## config.mk

```make
export PLATFORM = sky130hd
export DESIGN_NAME = rob_queue_8_flat
export DESIGN_NICKNAME = d
export VERILOG_FILES = /design/src/rtl/rob_queue_8_pkg.sv /design/src/rtl/rob_queue_8_if.sv /design/src/rtl/rob_queue_8_entry.sv /design/src/rtl/rob_queue_8.sv /design/src/flat_wrapper.sv
export SDC_FILE = /design/constraint.sdc
export NUM_CORES = 2
export LEC_CHECK = 0
export BUFFER_PORTS_ARGS = -buffer_cell sky130_fd_sc_hd__buf_2
export CAP_MARGIN = 40
export CELL_PAD_IN_SITES_DETAIL_PLACEMENT = 0
export CELL_PAD_IN_SITES_GLOBAL_PLACEMENT = 1
export CORE_AREA = 2 2 611 613
export CTS_BUF_LIST = sky130_fd_sc_hd__clkbuf_8
export DETAILED_ROUTE_END_ITERATION = 8
export DIE_AREA = 0 0 613 615
export PLACE_DENSITY = 0.47
export SYNTH_ARGS = -nofsm -noshare
export SYNTH_HDL_FRONTEND = slang
export SYNTH_SLANG_ARGS = --single-unit
```

## constraint.sdc

```tcl
create_clock -name clk -period 49.5 [get_ports clk]
set_input_delay 2.475 -clock clk [delete_from_list [all_inputs] [get_ports clk]]
set_output_delay 2.475 -clock clk [all_outputs]
set_load 0.03 [all_outputs]
```

## src/rtl/rob_queue_8_pkg.sv

```systemverilog
// Shared ROB definitions: item geometry, pointer/count widths, result-field bounds.
package rob_queue_8_pkg;

  localparam int unsigned ROB_ITEM_W  = 168;
  localparam int unsigned ROB_DEPTH   = 8;
  localparam int unsigned ROB_PTR_W   = 3;
  localparam int unsigned ROB_CNT_W   = 4;
  localparam int unsigned ROB_RES_W   = 32;
  localparam int unsigned ROB_RES_LSB = 0;
  localparam int unsigned ROB_RES_MSB = ROB_RES_W - 1;

  typedef logic [ROB_ITEM_W-1:0] rob_item_t;
  typedef logic [ROB_PTR_W-1:0]  rob_ptr_t;
  typedef logic [ROB_CNT_W-1:0]  rob_cnt_t;
  typedef logic [ROB_RES_W-1:0]  rob_res_t;

  // Keeps the non-result bits of an item; the result field is forced to zero on allocation.
  localparam rob_item_t ROB_KEEP_MASK = {{(ROB_ITEM_W-ROB_RES_W){1'b1}}, {ROB_RES_W{1'b0}}};

endpackage

```

## src/rtl/rob_queue_8_if.sv

```systemverilog
// Dispatch / writeback / commit bus of the ROB storage, plus the entry snapshot outputs.
interface rob_queue_8_if;
  import rob_queue_8_pkg::*;

  logic      flush;
  logic      alloc_valid;
  rob_item_t alloc_item;
  logic      alloc_ready;
  rob_ptr_t  alloc_tag;
  logic      wb_valid;
  rob_ptr_t  wb_tag;
  rob_res_t  wb_result;
  logic      commit_valid;
  logic      commit_ready;
  rob_ptr_t  head_addr;
  rob_item_t rob_0, rob_1, rob_2, rob_3, rob_4, rob_5, rob_6, rob_7;
  rob_cnt_t  count;
  logic      full;
  logic      empty;

  modport master (
    output flush, alloc_valid, alloc_item, wb_valid, wb_tag, wb_result, commit_ready,
    input  alloc_ready, alloc_tag, commit_valid, head_addr, count, full, empty,
    input  rob_0, rob_1, rob_2, rob_3, rob_4, rob_5, rob_6, rob_7
  );

  modport slave (
    input  flush, alloc_valid, alloc_item, wb_valid, wb_tag, wb_result, commit_ready,
    output alloc_ready, alloc_tag, commit_valid, head_addr, count, full, empty,
    output rob_0, rob_1, rob_2, rob_3, rob_4, rob_5, rob_6, rob_7
  );

endinterface

```

## src/rtl/rob_queue_8_entry.sv

```systemverilog
// One ROB slot: valid/done flags and the item register with alloc/wb/commit/flush enables.
module rob_queue_8_entry
  import rob_queue_8_pkg::*;
(
  input  logic      clk,
  input  logic      rst,
  input  logic      flush,
  input  logic      alloc_en,
  input  rob_item_t alloc_data,
  input  logic      wb_en,
  input  rob_res_t  wb_result,
  input  logic      commit_en,
  output logic      valid,
  output logic      done,
  output rob_item_t data
);

  // Flags obey flush first; commit clear precedes allocation so a full-queue bypass reuses the slot.
  always_ff @(posedge clk or posedge rst) begin
    if (rst) begin
      valid <= 1'b0;
      done  <= 1'b0;
      data  <= '0;
    end else if (flush) begin
      valid <= 1'b0;
      done  <= 1'b0;
    end else begin
      if (commit_en) begin
        valid <= 1'b0;
        done  <= 1'b0;
      end
      if (alloc_en) begin
        valid <= 1'b1;
        done  <= 1'b0;
        data  <= alloc_data;
      end
      if (wb_en) begin
        done <= 1'b1;
        data[ROB_RES_MSB:ROB_RES_LSB] <= wb_result;
      end
    end
  end

endmodule

```

## src/rtl/rob_queue_8.sv

```systemverilog
// 8-entry reorder-buffer storage feeding the 8:1 ROB read mux (head_addr is the mux select).
// Optional macro ROB_FULL_BYPASS_EN: allow allocate-while-full when the head commits the same cycle.
module rob_queue_8
  import rob_queue_8_pkg::*;
(
  input  logic         clk,
  input  logic         rst,
  rob_queue_8_if.slave bus
);

  rob_ptr_t  head_q, tail_q;
  rob_cnt_t  count_q, count_nxt;
  logic      full_q, empty_q;
  logic      alloc_fire, commit_fire;
  logic      valid_q [ROB_DEPTH];
  logic      done_q  [ROB_DEPTH];
  rob_item_t data_q  [ROB_DEPTH];
  logic      alloc_en  [ROB_DEPTH];
  logic      commit_en [ROB_DEPTH];
  logic      wb_en     [ROB_DEPTH];

  assign bus.commit_valid = valid_q[head_q] && done_q[head_q];

`ifdef ROB_FULL_BYPASS_EN
  assign bus.alloc_ready = !full_q || (bus.commit_valid && bus.commit_ready);
`else
  assign bus.alloc_ready = !full_q;
`endif

  assign alloc_fire  = bus.alloc_valid && bus.alloc_ready && !bus.flush;
  assign commit_fire = bus.commit_valid && bus.commit_ready && !bus.flush;

  assign bus.alloc_tag = tail_q;
  assign bus.head_addr = head_q;
  assign bus.count     = count_q;
  assign bus.full      = full_q;
  assign bus.empty     = empty_q;

  // Occupancy moves only when exactly one of allocate/commit fires.
  always_comb begin
    count_nxt = count_q;
    if (alloc_fire && !commit_fire)      count_nxt = count_q + ROB_CNT_W'(1);
    else if (!alloc_fire && commit_fire) count_nxt = count_q - ROB_CNT_W'(1);
  end

  // Head/tail pointers and registered occupancy flags; flush rewinds everything to slot 0.
  always_ff @(posedge clk or posedge rst) begin
    if (rst) begin
      head_q  <= '0;
      tail_q  <= '0;
      count_q <= '0;
      full_q  <= 1'b0;
      empty_q <= 1'b1;
    end else if (bus.flush) begin
      head_q  <= '0;
      tail_q  <= '0;
      count_q <= '0;
      full_q  <= 1'b0;
      empty_q <= 1'b1;
    end else begin
      if (alloc_fire)  tail_q <= tail_q + ROB_PTR_W'(1);
      if (commit_fire) head_q <= head_q + ROB_PTR_W'(1);
      count_q <= count_nxt;
      full_q  <= (count_nxt == ROB_CNT_W'(ROB_DEPTH));
      empty_q <= (count_nxt == ROB_CNT_W'(0));
    end
  end

  // Per-slot enables and storage; a writeback racing the commit of its own slot is dropped.
  for (genvar i = 0; i < ROB_DEPTH; i++) begin : g_entry
    assign alloc_en[i]  = alloc_fire && (tail_q == ROB_PTR_W'(i));
    assign commit_en[i] = commit_fire && (head_q == ROB_PTR_W'(i));
    assign wb_en[i]     = bus.wb_valid && !bus.flush && (bus.wb_tag == ROB_PTR_W'(i))
                          && valid_q[i] && !commit_en[i];

    rob_queue_8_entry u_entry (
      .clk        (clk),
      .rst        (rst),
      .flush      (bus.flush),
      .alloc_en   (alloc_en[i]),
      .alloc_data (bus.alloc_item & ROB_KEEP_MASK),
      .wb_en      (wb_en[i]),
      .wb_result  (bus.wb_result),
      .commit_en  (commit_en[i]),
      .valid      (valid_q[i]),
      .done       (done_q[i]),
      .data       (data_q[i])
    );
  end

  assign bus.rob_0 = data_q[0];
  assign bus.rob_1 = data_q[1];
  assign bus.rob_2 = data_q[2];
  assign bus.rob_3 = data_q[3];
  assign bus.rob_4 = data_q[4];
  assign bus.rob_5 = data_q[5];
  assign bus.rob_6 = data_q[6];
  assign bus.rob_7 = data_q[7];

endmodule

```

## src/flat_wrapper.sv

```systemverilog
// flat-port wrapper written by rule: the top's interface ports become plain ports
module rob_queue_8_flat import rob_queue_8_pkg::*;
  (clk, rst, bus_flush, bus_alloc_valid, bus_alloc_item, bus_wb_valid, bus_wb_tag, bus_wb_result, bus_commit_ready, bus_alloc_ready, bus_alloc_tag, bus_commit_valid, bus_head_addr, bus_count, bus_full, bus_empty, bus_rob_0, bus_rob_1, bus_rob_2, bus_rob_3, bus_rob_4, bus_rob_5, bus_rob_6, bus_rob_7);
  rob_queue_8_if bus_i ();
  input  logic clk;
  input  logic rst;
  input wire logic [$bits(bus_i.flush)-1:0] bus_flush;
  input wire logic [$bits(bus_i.alloc_valid)-1:0] bus_alloc_valid;
  input wire logic [$bits(bus_i.alloc_item)-1:0] bus_alloc_item;
  input wire logic [$bits(bus_i.wb_valid)-1:0] bus_wb_valid;
  input wire logic [$bits(bus_i.wb_tag)-1:0] bus_wb_tag;
  input wire logic [$bits(bus_i.wb_result)-1:0] bus_wb_result;
  input wire logic [$bits(bus_i.commit_ready)-1:0] bus_commit_ready;
  output wire logic [$bits(bus_i.alloc_ready)-1:0] bus_alloc_ready;
  output wire logic [$bits(bus_i.alloc_tag)-1:0] bus_alloc_tag;
  output wire logic [$bits(bus_i.commit_valid)-1:0] bus_commit_valid;
  output wire logic [$bits(bus_i.head_addr)-1:0] bus_head_addr;
  output wire logic [$bits(bus_i.count)-1:0] bus_count;
  output wire logic [$bits(bus_i.full)-1:0] bus_full;
  output wire logic [$bits(bus_i.empty)-1:0] bus_empty;
  output wire logic [$bits(bus_i.rob_0)-1:0] bus_rob_0;
  output wire logic [$bits(bus_i.rob_1)-1:0] bus_rob_1;
  output wire logic [$bits(bus_i.rob_2)-1:0] bus_rob_2;
  output wire logic [$bits(bus_i.rob_3)-1:0] bus_rob_3;
  output wire logic [$bits(bus_i.rob_4)-1:0] bus_rob_4;
  output wire logic [$bits(bus_i.rob_5)-1:0] bus_rob_5;
  output wire logic [$bits(bus_i.rob_6)-1:0] bus_rob_6;
  output wire logic [$bits(bus_i.rob_7)-1:0] bus_rob_7;
  assign bus_i.flush = bus_flush;
  assign bus_i.alloc_valid = bus_alloc_valid;
  assign bus_i.alloc_item = bus_alloc_item;
  assign bus_i.wb_valid = bus_wb_valid;
  assign bus_i.wb_tag = bus_wb_tag;
  assign bus_i.wb_result = bus_wb_result;
  assign bus_i.commit_ready = bus_commit_ready;
  assign bus_alloc_ready = bus_i.alloc_ready;
  assign bus_alloc_tag = bus_i.alloc_tag;
  assign bus_commit_valid = bus_i.commit_valid;
  assign bus_head_addr = bus_i.head_addr;
  assign bus_count = bus_i.count;
  assign bus_full = bus_i.full;
  assign bus_empty = bus_i.empty;
  assign bus_rob_0 = bus_i.rob_0;
  assign bus_rob_1 = bus_i.rob_1;
  assign bus_rob_2 = bus_i.rob_2;
  assign bus_rob_3 = bus_i.rob_3;
  assign bus_rob_4 = bus_i.rob_4;
  assign bus_rob_5 = bus_i.rob_5;
  assign bus_rob_6 = bus_i.rob_6;
  assign bus_rob_7 = bus_i.rob_7;
  rob_queue_8 u_core (.clk(clk), .rst(rst), .bus(bus_i));
endmodule
```

After elaboration in Yosys (flattened, before gate mapping)
Cells that the tools add are included.
- multiplexer cells: 79
- reductions and logical operators: 106
- bitwise logic cells: 2
- eq/ne operators: 22
- add/sub/neg operators: 4
- $lt $le $gt $ge: 1
- operators with widths (operator ; count):
    $mux W32 ; 16
    $mux W1 ; 54
    $logic_and A1 B1 Y1 ; 48
    $eq A3 B3 Y1 const B ; 12
    $reduce_and A2 Y1 ; 16
    $reduce_bool A4 Y1 ; 8
    $reduce_bool A3 Y1 ; 8
    $reduce_bool A2 Y1 ; 10
    $eq A3 B2 Y1 const B ; 6
    $logic_not A1 Y1 ; 12
    $mux W3 ; 4
    $mux W4 ; 3
    $eq A3 B1 Y1 const B ; 3
    $logic_not A3 Y1 ; 3
    $add A3 B1 Y3 const B ; 2
    $bmux W1 S3 ; 2
    $add A4 B1 Y4 const B ; 1
    $eq A4 B4 Y1 const B ; 1
    $ge A4 B4 Y1 const B ; 1
    $logic_not A4 Y1 ; 1
    $not A3 Y4 ; 1
    $sub A4 B1 Y4 const B ; 1
    $not A1 Y1 ; 1
- output and inout port bits: 1358
- logic and storage cells: 251
- register bits: 1372
- input port bits: 209

Depth between registers and ports, before layout
- depth in word-level cells: 12
- mapped depth: 8
- mapped depth without buffers: 7

By module
From an unflattened synthesis, not the netlist that was laid out.
- cell total of the unflattened synthesis: 6035
- area, all modules: 55132.9 µm²
- by module, submodules not included (module ; seq. area each (µm²) ; cells each ; instances ; area an instance (µm²)):
    rob_queue_8_entry ; 4254.1 ; 736 ; 8 ; 6739.0
    rob_queue_8 ; 301.5 ; 147 ; 1 ; 1221.2

Least setup slack after synthesis
Ideal clock, no wire load.
- kind: input port to flip-flop
- start point: input port bus_flush
- end point: register u_core.g_entry[0].u_entry.data[0]
- arrival time: 4046 ps
- path buffers: 2
- data required time: 49417 ps
- slack: 45371 ps
- setup time: 83 ps
- stages on the path: 7
- cells stage by stage: buf_2 > nor3b_1 > nand3_1 > a311oi_2 > clkbuf_1 > nand2_1 > o21ai_0
- cells in the longest elaborated chain, start to end: 7
- elaborated cells on any way between the ends: 14
- classes of those cells: mux: 1; bitwise: 1; reduce/logical: 12
- ends and longest elaborated chain (item ; line ; text):
    from (decl) ; flat_wrapper.sv:7 ; input wire logic [$bits(bus_i.flush)-1:0] bus_flush;
    $logic_not A1 Y1 ; rob_queue_8.sv:30, rob_queue_8.sv:31, rob_queue_8.sv:73 ;
    $logic_and A1 B1 Y1 (on tied branches) ; rob_queue_8.sv:73, rob_queue_8.sv:31 ;
    $logic_and A1 B1 Y1 (on tied branches) ; rob_queue_8.sv:73, rob_queue_8.sv:72 ;
    $logic_and A1 B1 Y1 or $logic_not A1 Y1 (tied branches) ; rob_queue_8.sv:74 ; && valid_q[i] && !commit_en[i];
    $logic_and A1 B1 Y1 ; rob_queue_8.sv:74 ;
    $reduce_bool A2 Y1 (no line) ; n/a ;
    $reduce_and A2 Y1 (no line) ; n/a ;
    to (signal assigned) ; rob_queue_8_entry.sv:35 ; data <= alloc_data;
    to (signal, indexed assignment) ; rob_queue_8_entry.sv:39 ; data[ROB_RES_MSB:ROB_RES_LSB] <= wb_result;
    to (decl) ; rob_queue_8_entry.sv:15 ; output rob_item_t data
Several ways; a longest one is shown, not always the timed one.
A chain may end at the register's enable or synchronous reset.

==> flow_summary_export.csv <==
group,metric,value,unit
place,io_buffers,1534,
setup_path,cp_data_arrival_time,6940,ps
place,post-place-ws,42450,ps
detailed_routing,detail-route-antenna-nets,0,
setup_path,path_class,"in -> async",
global_routing,antenna_found_initial,55,
detailed_routing,num_vias,40300,
global_routing,grt_pass1_vias,42100,
place,globalplace.congestion,0.777,
yosys,syn_area,52100,um2
yosys,synth_top_area_share,65.8,%
setup_path,rrSetupSlack,45740,ps
place,dp_hpwl,203,mm
timing,period_needed,5880,ps
timing,rsz0062_at_grt,"no",
global_routing,grt-ovfl-total,0,
setup_path,critPathLaunchType,"input pin",
timing,report.final.slew_viol_count,0,
clocking,clock-root-buffer,"clkbuf_8",
finish,stdcell_count,11300,
setup_path,crit_required,50560,ps
clocking,cts_sinks,1372,
yosys,synth-seq-cells,1372,
global_routing,grtUsageTotal,14.1,%
clocking,clkTransAtPathRegs,50,ps
yosys,yosysMostFrequentCell,"nand2_1",
global_routing,grtUsageMet1,16.1,%
pwr,ir_drop,22.2,uV
timing,holdWs,466,ps
finish,area_delta_synth_final,37.8,%
timing,skew,61.3,ps
pwr,power.leakage,38.2,nW
timing,hold_viol_final,0,
finish,layout-drive-gt1-share,43.3,%
floorplanning,rows,224,
clocking,clk_latency,960,ps
yosys,synthFlopType,"dfrtp_1",
detailed_routing,wl,275,mm
setup_path,critPathBufInv,8,
floorplanning,dieWidth,613,um
detailed_routing,drc_errors,0,
yosys,ys_top_cells_by_area,"dfrtp_1 66%, mux2_2 15%, nand2_1 12%, o21ai_0 1.9%, clkbuf_1 1.3%",
yosys,syn_area_per_cell,11.8,um2
yosys,seq_area_frac_synth,65.9,%
yosys,netlist-cell-type-count,43,
global_routing,met3_usage,4.54,%
run,drv_cap,0,
floorplanning,core,371000,um2
timing,period_share,11.9,%
global_routing,grt_pass1_wl,370,mm
worst_hold_path,hold_class,"reg -> reg",
timing,setup_viol,0,
timing,setup_tns,0,ps
detailed_routing,drt_iter0_drc,2588,
yosys,synth_edf_count,0,
clocking,numCtsBuffers,284,
clocking,postCtsSetupBuffers,0,
timing,setup_slack,43620,ps
finish,layout.nets,6300,
setup_path,cp_common_cell,"buf_4",
floorplanning,dieArea,377000,um2
yosys,synthCells,4419,
yosys,syn-num-nets,4642,
yosys,ys_async_sr_fraction,100,%
clocking,cts-resized-gates,0,
setup_path,max_stage_delay,720,ps
global_routing,grt_max_degree,160,
setup_path,end_kind,"asynchronous set/reset pin",
detailed_routing,wl_per_cell,24.4,um
clocking,ctsHoldBuffers,0,
clocking,cts_htree_levels,5,
setup_path,crit_chain,"buf_2 -> inv_8 -> buf_4 -> buf_4 -> buf_12 -> buf_4 -> buf_4 -> buf_16",
detailed_routing,dr.pass1.iters,6,
global_routing,use_met2,24.9,%
timing,max_freq,0.170,GHz
yosys,yosys.area.top_type,"dfrtp_1",
floorplanning,start_util,14.1,%
setup_path,critical_path.slowest_cell,"buf_4",
global_routing,busiest_layer,"met2",
detailed_routing,vias_per_cell,3.58,
setup_path,cp_max_fo,159,
timing,worst_slew_pin_slew,1190,ps
clocking,cts_buffer_depth,4,
clocking,cts_tree,"built",
setup_path,critical_path.top_delay_family,"buffers and inverters",
floorplanning,ios,1567,
timing,relSlewSlack,20.7,%
yosys,yosysWarnings,0,
run_status,status,"finished, final reports clean",
yosys,synthTopCellsByCount,"1696 x nand2_1, 1371 x dfrtp_1, 681 x mux2_2",
floorplanning,die_h,615,um
pwr,power_density,48.6,nW/um2
place,dp_cells,10800,
-- per-stage QoR --
stage | cell area (um2) | total power, mW | util [%]
finish | 71900 | 3.49 | 19.4
CTS | 71800 | 3.57 | 19.4
global route | 71800 | 3.67 | 19.4
detailed placement | 66200 | 2.31 | 17.9
global placement | 65700 | 2.30 | 17.7
floorplan | 52100 | 1.93 | -
-- worst paths after layout --
path,from,endpoint,depth (start not counted)
worst max register to register,u_core.bus.full,u_core.g_entry[2].u_entry.data[128],7
worst min register to register,u_core.g_entry[6].u_entry.data[108],u_core.g_entry[6].u_entry.data[108],2
worst min-delay path,u_core.g_entry[6].u_entry.data[108],u_core.g_entry[6].u_entry.data[108],2
worst max-delay path,rst,u_core.g_entry[2].u_entry.data[46],8
min in group asynchronous,rst,u_core.g_entry[7].u_entry.data[150],2
max in group clk,u_core.bus.head_addr[1],bus_commit_valid,5
-- sequential cells by signal, indices dropped and copies added (netlist names) --
register / flops
u_core.bus.alloc_tag: 3
u_core.bus.count: 4
u_core.bus.empty: 1
u_core.bus.full: 1
u_core.bus.head_addr: 3
u_core.g_entry.u_entry.data: 1344
u_core.g_entry.u_entry.done: 8
u_core.g_entry.u_entry.valid: 8
-- cell usage in the layout, fill, tap and decap left out, types with 4 or more instances in the layout --
cell type,count
a21oi_1,11
a22o_1,6
a22oi_1,4
a31o_2,5
and2_1,9
buf_12,7
buf_16,15
buf_2,1534
buf_4,61
bufinv_16,10
clkbuf_8,336
clkinv_2,15
clkinv_8,4
clkinvlp_4,8
dfrtp_1,1371
diode_2,13
ha_1,14
inv_1,135
inv_6,5
inv_8,4
mux2_2,681
mux2i_1,66
nand2_1,1691
nand2_4,5
nand3_1,10
nor2_1,7
nor2b_1,6
o21ai_0,193
xnor2_1,6
-- routing by layer --
metal / up-vias / wire (um)
li1: 17800 / -
met1: 20700 / 106000
met2: 1454 / 138000
met3: 406 / 22200
met4: 20 / 8210
met5: - / 130
-- power by group --
group	internal, mW	switching (mW)
clock network	0.669	0.553
registers	1.30	0.0869
logic	0.237	0.651
-- cell type report --
class / instances / area [um2]
clock buffers: 336 / 4620
flip-flops and latches: 1372 / 34300
repair buffers: 1617 / 8690
multi-input cells: 2759 / 16800
fillers: 41000 / 299000
inverters: 43 / 169
well taps: 4972 / 6220
diodes: 13 / 32.5
clock inverters: 143 / 988
-- logic make-up (layout without fill, tap and decap cells) --
group | count (synthesis) | in the layout | share of synthesized area, %
and+or+nand+nor | 1749 | 1749 | 12.8
DFF | 1372 | 1372 | 65.9
muxes | 749 | 749 | 16.1
buffers and inverters | 288 | 2139 | 2.24
AOI/OAI and AO/OA | 240 | 240 | 2.59
adders and majority gates | 15 | 15 | 0.358
xor gates and xnor gates | 6 | 6 | 0.101
other | 0 | 13 | 0
-- tightest hold or removal path: stages (launching register included) --
cell and delay [ps]:
dfrtp_1 330, nand2_1 50, nand2_1 50
(Power assumes the default switching activity.)
